===== src/rtl/reg_write_arbiter_pkg.sv =====
// Shared types and constants for the register-file write arbiter.
// Holds requester indices, field widths and the pending-mask decode helper.
package reg_write_arbiter_pkg;

    localparam int REG_ADDR_W = 5;
    localparam int XLEN       = 32;
    localparam int ENTRY_W    = REG_ADDR_W + XLEN;

    typedef enum logic {
        REQ_ALU = 1'b0,
        REQ_MEM = 1'b1
    } req_idx_e;

    typedef struct packed {
        logic [REG_ADDR_W-1:0] rd;
        logic [XLEN-1:0]       data;
    } wb_entry_t;

    // x0 is hardwired, so it never contributes a pending bit.
    function automatic logic [XLEN-1:0] reg_onehot(input logic [REG_ADDR_W-1:0] rd);
        logic [XLEN-1:0] mask;
        mask = {XLEN{1'b0}};
        if (rd != {REG_ADDR_W{1'b0}}) begin
            mask[rd] = 1'b1;
        end else begin
            mask = {XLEN{1'b0}};
        end
        return mask;
    endfunction

endpackage


===== src/rtl/reg_write_arbiter_wb_fifo.sv =====
// Per-requester writeback queue: circular buffer with per-slot valid bits.
// Exposes each slot's rd and valid so the top can build the pending mask.
module wb_fifo
    import reg_write_arbiter_pkg::*;
#(
    parameter int DEPTH = 2,
    parameter int WIDTH = ENTRY_W
) (
    input  logic                                 clk,
    input  logic                                 rst_n,
    input  logic                                 push,
    input  logic                                 pop,
    input  logic [WIDTH-1:0]                     din,
    output logic                                 full,
    output logic                                 empty,
    output logic [WIDTH-1:0]                     head,
    output logic [DEPTH-1:0][REG_ADDR_W-1:0]     entry_rd,
    output logic [DEPTH-1:0]                     entry_valid
);

    localparam int PTR_W = $clog2(DEPTH);

    logic [WIDTH-1:0] mem_r [DEPTH];
    logic [DEPTH-1:0] valid_r;
    logic [PTR_W-1:0] wr_ptr_r;
    logic [PTR_W-1:0] rd_ptr_r;
    logic             push_s;
    logic             pop_s;

    // In circular order the write slot is occupied only when every slot is.
    assign full   = valid_r[wr_ptr_r];
    assign empty  = ~valid_r[rd_ptr_r];
    assign head   = mem_r[rd_ptr_r];
    assign push_s = push & ~full;
    assign pop_s  = pop & ~empty;
    assign entry_valid = valid_r;

    // Slot storage, valid bits and pointers.
    always_ff @(posedge clk or negedge rst_n) begin
        if (!rst_n) begin
            valid_r  <= {DEPTH{1'b0}};
            wr_ptr_r <= {PTR_W{1'b0}};
            rd_ptr_r <= {PTR_W{1'b0}};
            for (int i = 0; i < DEPTH; i++) begin
                mem_r[i] <= {WIDTH{1'b0}};
            end
        end else begin
            if (push_s) begin
                mem_r[wr_ptr_r]   <= din;
                valid_r[wr_ptr_r] <= 1'b1;
                wr_ptr_r          <= wr_ptr_r + {{(PTR_W-1){1'b0}}, 1'b1};
            end
            if (pop_s) begin
                valid_r[rd_ptr_r] <= 1'b0;
                rd_ptr_r          <= rd_ptr_r + {{(PTR_W-1){1'b0}}, 1'b1};
            end
        end
    end

    // Destination field of every slot, for the pending mask.
    always_comb begin
        entry_rd = '0;
        for (int i = 0; i < DEPTH; i++) begin
            entry_rd[i] = mem_r[i][WIDTH-1 -: REG_ADDR_W];
        end
    end

endmodule


===== src/rtl/reg_write_arbiter.sv =====
// Two-requester (ALU / load unit) register-file write arbiter.
// Round-robin between queue heads, one registered write per cycle.
module reg_write_arbiter
    import reg_write_arbiter_pkg::*;
#(
    parameter int DEPTH = 2
) (
    input  logic                  clk,
    input  logic                  rst_n,
    input  logic                  alu_valid,
    input  logic [REG_ADDR_W-1:0] alu_rd,
    input  logic [XLEN-1:0]       alu_data,
    output logic                  alu_ready,
    input  logic                  mem_valid,
    input  logic [REG_ADDR_W-1:0] mem_rd,
    input  logic [XLEN-1:0]       mem_data,
    output logic                  mem_ready,
    output logic                  wr_en,
    output logic [REG_ADDR_W-1:0] wr_reg,
    output logic [XLEN-1:0]       wr_data,
    output logic [XLEN-1:0]       pending_mask
);

    logic                              init_r;
    req_idx_e                          rr_ptr_r;
    req_idx_e                          rr_ptr_nxt_s;
    logic                              wr_en_r;
    logic [REG_ADDR_W-1:0]             wr_reg_r;
    logic [XLEN-1:0]                   wr_data_r;

    logic                              alu_push_s, alu_pop_s, alu_full_s, alu_empty_s;
    logic                              mem_push_s, mem_pop_s, mem_full_s, mem_empty_s;
    wb_entry_t                         alu_head_s, mem_head_s, pop_entry_s;
    logic [DEPTH-1:0][REG_ADDR_W-1:0]  alu_ent_rd_s, mem_ent_rd_s;
    logic [DEPTH-1:0]                  alu_ent_vld_s, mem_ent_vld_s;
    logic                              pop_any_s;
    logic [XLEN-1:0]                   pend_s;

    // init_r keeps ready low until the first clock edge after reset release.
    assign alu_ready  = init_r & ~alu_full_s;
    assign mem_ready  = init_r & ~mem_full_s;
    assign alu_push_s = alu_valid & alu_ready;
    assign mem_push_s = mem_valid & mem_ready;

    wb_fifo #(.DEPTH(DEPTH), .WIDTH(ENTRY_W)) u_alu_fifo (
        .clk         (clk),
        .rst_n       (rst_n),
        .push        (alu_push_s),
        .pop         (alu_pop_s),
        .din         ({alu_rd, alu_data}),
        .full        (alu_full_s),
        .empty       (alu_empty_s),
        .head        (alu_head_s),
        .entry_rd    (alu_ent_rd_s),
        .entry_valid (alu_ent_vld_s)
    );

    wb_fifo #(.DEPTH(DEPTH), .WIDTH(ENTRY_W)) u_mem_fifo (
        .clk         (clk),
        .rst_n       (rst_n),
        .push        (mem_push_s),
        .pop         (mem_pop_s),
        .din         ({mem_rd, mem_data}),
        .full        (mem_full_s),
        .empty       (mem_empty_s),
        .head        (mem_head_s),
        .entry_rd    (mem_ent_rd_s),
        .entry_valid (mem_ent_vld_s)
    );

    // Round-robin grant; the pointer only advances when both heads compete.
    always_comb begin
        alu_pop_s    = 1'b0;
        mem_pop_s    = 1'b0;
        rr_ptr_nxt_s = rr_ptr_r;
        pop_entry_s  = alu_head_s;
        case ({~alu_empty_s, ~mem_empty_s})
            2'b11: begin
                if (rr_ptr_r == REQ_ALU) begin
                    alu_pop_s    = 1'b1;
                    pop_entry_s  = alu_head_s;
                    rr_ptr_nxt_s = REQ_MEM;
                end else begin
                    mem_pop_s    = 1'b1;
                    pop_entry_s  = mem_head_s;
                    rr_ptr_nxt_s = REQ_ALU;
                end
            end
            2'b10: begin
                alu_pop_s   = 1'b1;
                pop_entry_s = alu_head_s;
            end
            2'b01: begin
                mem_pop_s   = 1'b1;
                pop_entry_s = mem_head_s;
            end
            default: begin
                alu_pop_s = 1'b0;
                mem_pop_s = 1'b0;
            end
        endcase
    end

    assign pop_any_s = alu_pop_s | mem_pop_s;

    // Ready-enable flag: set on the first edge out of reset.
    always_ff @(posedge clk or negedge rst_n) begin
        if (!rst_n) begin
            init_r <= 1'b0;
        end else begin
            init_r <= 1'b1;
        end
    end

    // Output stage and arbitration pointer; x0 writes are popped but suppressed.
    always_ff @(posedge clk or negedge rst_n) begin
        if (!rst_n) begin
            rr_ptr_r  <= REQ_ALU;
            wr_en_r   <= 1'b0;
            wr_reg_r  <= {REG_ADDR_W{1'b0}};
            wr_data_r <= {XLEN{1'b0}};
        end else begin
            rr_ptr_r <= rr_ptr_nxt_s;
            wr_en_r  <= pop_any_s & (pop_entry_s.rd != {REG_ADDR_W{1'b0}});
            if (pop_any_s && (pop_entry_s.rd != {REG_ADDR_W{1'b0}})) begin
                wr_reg_r  <= pop_entry_s.rd;
                wr_data_r <= pop_entry_s.data;
            end
        end
    end

    // Pending mask over all queued slots plus the staged write.
    always_comb begin
        pend_s = {XLEN{1'b0}};
        for (int i = 0; i < DEPTH; i++) begin
            pend_s = pend_s | (alu_ent_vld_s[i] ? reg_onehot(alu_ent_rd_s[i]) : {XLEN{1'b0}});
            pend_s = pend_s | (mem_ent_vld_s[i] ? reg_onehot(mem_ent_rd_s[i]) : {XLEN{1'b0}});
        end
        pend_s = pend_s | (wr_en_r ? reg_onehot(wr_reg_r) : {XLEN{1'b0}});
    end

    assign pending_mask = pend_s;
    assign wr_en        = wr_en_r;
    assign wr_reg       = wr_reg_r;
    assign wr_data      = wr_data_r;

endmodule


===== config.mk =====
export PLATFORM = sky130hd
export DESIGN_NAME = reg_write_arbiter
export DESIGN_NICKNAME = d
export VERILOG_FILES = /design/src/rtl/reg_write_arbiter_pkg.sv /design/src/rtl/reg_write_arbiter_wb_fifo.sv /design/src/rtl/reg_write_arbiter.sv
export SDC_FILE = /design/constraint.sdc
export NUM_CORES = 1
export LEC_CHECK = 0
export BUFFER_PORTS_ARGS = -buffer_cell sky130_fd_sc_hd__buf_4
export CAP_MARGIN = 20
export CORE_UTILIZATION = 45
export DETAILED_ROUTE_END_ITERATION = 7
export HOLD_SLACK_MARGIN = 0.02
export PLACE_DENSITY = 0.65
export SYNTH_ARGS = -nofsm -noshare
export SYNTH_HDL_FRONTEND = slang
export SYNTH_HIERARCHICAL = 1
export SYNTH_SLANG_ARGS = --single-unit

===== constraint.sdc =====
create_clock -name clk -period 6 [get_ports clk]
set_clock_uncertainty 0.2 [all_clocks]
set_input_delay 0.6 -clock clk [delete_from_list [all_inputs] [get_ports clk]]
set_output_delay 0.6 -clock clk [all_outputs]
set_load 0.005 [all_outputs]

==> summary.txt <==
Status
  – Status: completed

Place
  – Dpl hpwl: around 18000 um
  – Port Buffers: 148
  – Placed instance count: 1262
  – Cell Area, Placed: around 12000 sq um
  – Routability congestion estimate from global placement: ~0.94

Clock tree
  – Clk_lat worst skew: between 0.4 and 0.5 ns
  – H-tree level count: 4
  – Number of CTS-inserted buffers: 17
  – Clock transition at the registers of the reported paths: around 0.08 ns
  – Root buf cell: clkbuf_16
  – Post-CTS Setup Bufs: 0
  – Post-CTS Resized: 0
  – TritonCTS clock tree: built
  – Longest Clk Path Bufs: 2
  – Clock sink total: roughly 200

Yosys
  – Largest cells by area after synthesis: dfrtp_1, mux2_2, mux2_4
  – FFs w/ async S/R, synth: between 90% and 100%
  – Netlist cell types: 44
  – Adder-Cell Fraction of Synth Area: 0%
  – Area share of the largest cell type after synthesis: 47.0%
  – Post-synthesis xor/xnor area fraction: 0.0839%
  – Most frequent cell after synthesis: dfrtp_1
  – Simple-gate share of the synthesized area: between 10 and 15%
  – Seq/Total Area, Yosys: 47.0%
  – Post-synth EDFFs: 0
  – Ys Warns: 6
  – Mapped Area: 10400 sq um
  – Post-synth net total: approximately 960
  – Synth Area per Inst: 11.9 sq um
  – Post-Syn Instances: ~880
  – Synth Flop Type: dfrtp_1
  – Area leader, netlist: dfrtp_1
  – Mux share of post-synthesis cell area: 30.3%
  – #FFs+latches synth: 196
  – Synth cell count leaders: dfrtp_1, mux2_2, nand2_1
  – Largest family of logic cells by synthesized area: multiplexers
  – Complex-gate fraction of the synthesized area: 5.99%

Detailed routing
  – Routed vias/inst: roughly 5.6
  – DR pass1 iterations: 5
  – Total Wirelength: 25500 um
  – Avg WL per Cell: approximately 20 um
  – Antenna-violating nets left: 0
  – Initial DRC count: roughly 340
  – DRC violations left: 0
  – Vias: between 7000 and 8000

STA
  – RSZ-0062 raised after global routing: no
  – Final period utilization: between 60 and 70%
  – Setup_tns: 0 ns
  – Setup violators final: 0
  – Achievable Freq: 263 MHz
  – Slew HR: 26.7%
  – Clock period minus worst slack: 3.80 ns
  – Worst-margin pin slew: roughly 1.1 ns
  – Final Hold Viols: 0
  – Fin. max-slew vios: 0

Run
  – Max_cap viols: 0

Cells and area
  – Antenna diodes: 0
  – Fraction of layout cells with a size suffix above 1: 42.1%
  – Final instance area: between 10000 and 15000 sq um
  – Non-filler cells, final: roughly 1300
  – Final nets: approximately 1100
  – Area grow syn2layout: 16.8%

GRT
  – Pin count of the biggest net entering global routing: 75
  – Overflow after GRT: 0
  – Tot GR Track Use: 22.1%
  – Initial antenna violation count: 0
  – First-pass GRT wire length: a little over 40000 um
  – Vias in the first global route: 7511

Setup path
  – CP Launch Type: register
  – Worst path arrival time: 3.91 ns
  – Required time of the critical path: approximately 6 ns
  – Internal reg-to-reg setup slack: 2.20 ns
  – CP Class: reg2reg
  – Crit Path Max Fanout: 31
  – CP endpoint kind: register

Die
  – Die height: between 150 and 200 um
  – Die area: 23800 sq um
  – Row count: 55
  – # IOs: 150
  – Die Width: about 150 um
  – Placeable Area: between 20000 and 25000 sq um
  – Initial core utilization: a little under half

Min path
  – Worst Hold Class: in2reg

Power
  – Leak pwr: between 0.005 and 0.006 uW
  – Pwr/cell area: around 580 nW/um^2
  – Peak VDD IR: between 0.3 and 0.4 mV
==> where the power goes <==
group          internal, uW  leakage (uW)  switching, uW
Clock                   596      0.000283            523
Combinational          1900       0.00291           1470
Sequential             2000       0.00237            612
Total                  4490       0.00557           2610
==> final cells by class <==
type	instances	area [sq um]
fill	1982	10500
multi-input combinational	618	5130
sequential	196	4910
timing repair buffer	159	1200
clock buffer	18	439
tap	285	357
clock inverter	14	149
inverter	5	18.8
==> critical path, cell delays in order, from the launching register on <==
cell	delay, ns
dfrtp_1	0.61
mux2i_1	0.25
o21bai_4	0.35
buf_4	0.42
mux2_4	0.36
a21oi_4	0.67
buf_4	0.47
mux2_4	0.33
==> metrics by stage <==
stage	power, uW	setup slack [ns]	hold slack, ns	utilization [%]
CTS	7150	2.17	0.173	53.7
detailed placement	6010	2.19	0.274	51.1
floorplan	5090	3.39	0.104	-
finish	7100	2.20	0.190	53.7
global route	7590	1.97	0.178	53.7
global placement	5910	2.28	0.263	51.1
==> cell usage in the layout (no fill, tap or decap), types with 4 or more instances in the layout <==
cell type	instances
a22oi_1	30
and3_1	8
and3b_1	4
buf_4	157
clkbuf_16	17
dfrtp_1	194
inv_1	4
inv_6	4
mux2_1	38
mux2_2	176
mux2_4	45
mux2i_1	6
nand2_1	119
nand3_1	29
nand3b_1	24
nor2_1	36
nor2b_1	4
nor3_1	10
nor3b_1	18
o21ai_0	4
o221ai_1	15
o22ai_1	18
or3b_2	4
==> path summary, 6_finish.rpt <==
kind | endpoint | cells after the start | start
setup reg to reg | wr_data[0] | 7 | u_alu_fifo/entry_valid[0]
hold reg to reg | u_alu_fifo/mem_r[67] | 1 | u_alu_fifo/mem_r[67]
min in group asynchronous | u_mem_fifo/mem_r[26] | 2 | rst_n
max in group asynchronous | u_alu_fifo/rd_ptr_r | 3 | rst_n
hold / removal | u_mem_fifo/mem_r[66] | 2 | mem_data[29]
setup / recovery | wr_data[0] | 7 | u_alu_fifo/entry_valid[0]
==> kinds of logic after synthesis <==
| logic type | after synthesis |
|---|---|
| XOR/XNOR | 1 |
| multiplexers | 266 |
| other | 2 |
| AO/OA/AOI/OAI | 83 |
| flip-flops | 196 |
| AND/OR/NAND/NOR | 266 |
| buffers and inverters | 65 |
==> layer usage <==
layer / track usage, % / routed length (um)
met5: 0 / 0
met4: 6.46 / 327
met3: 4.82 / 1350
met2: 36.0 / 12200
met1: 29.8 / 11600
==> what timing repair did <==
item,in CTS,in global routing
hold endpoints to repair,63,0
hold buffers,1,0
setup endpoints to repair,0,0
Power figures use the tool's default switching activity.
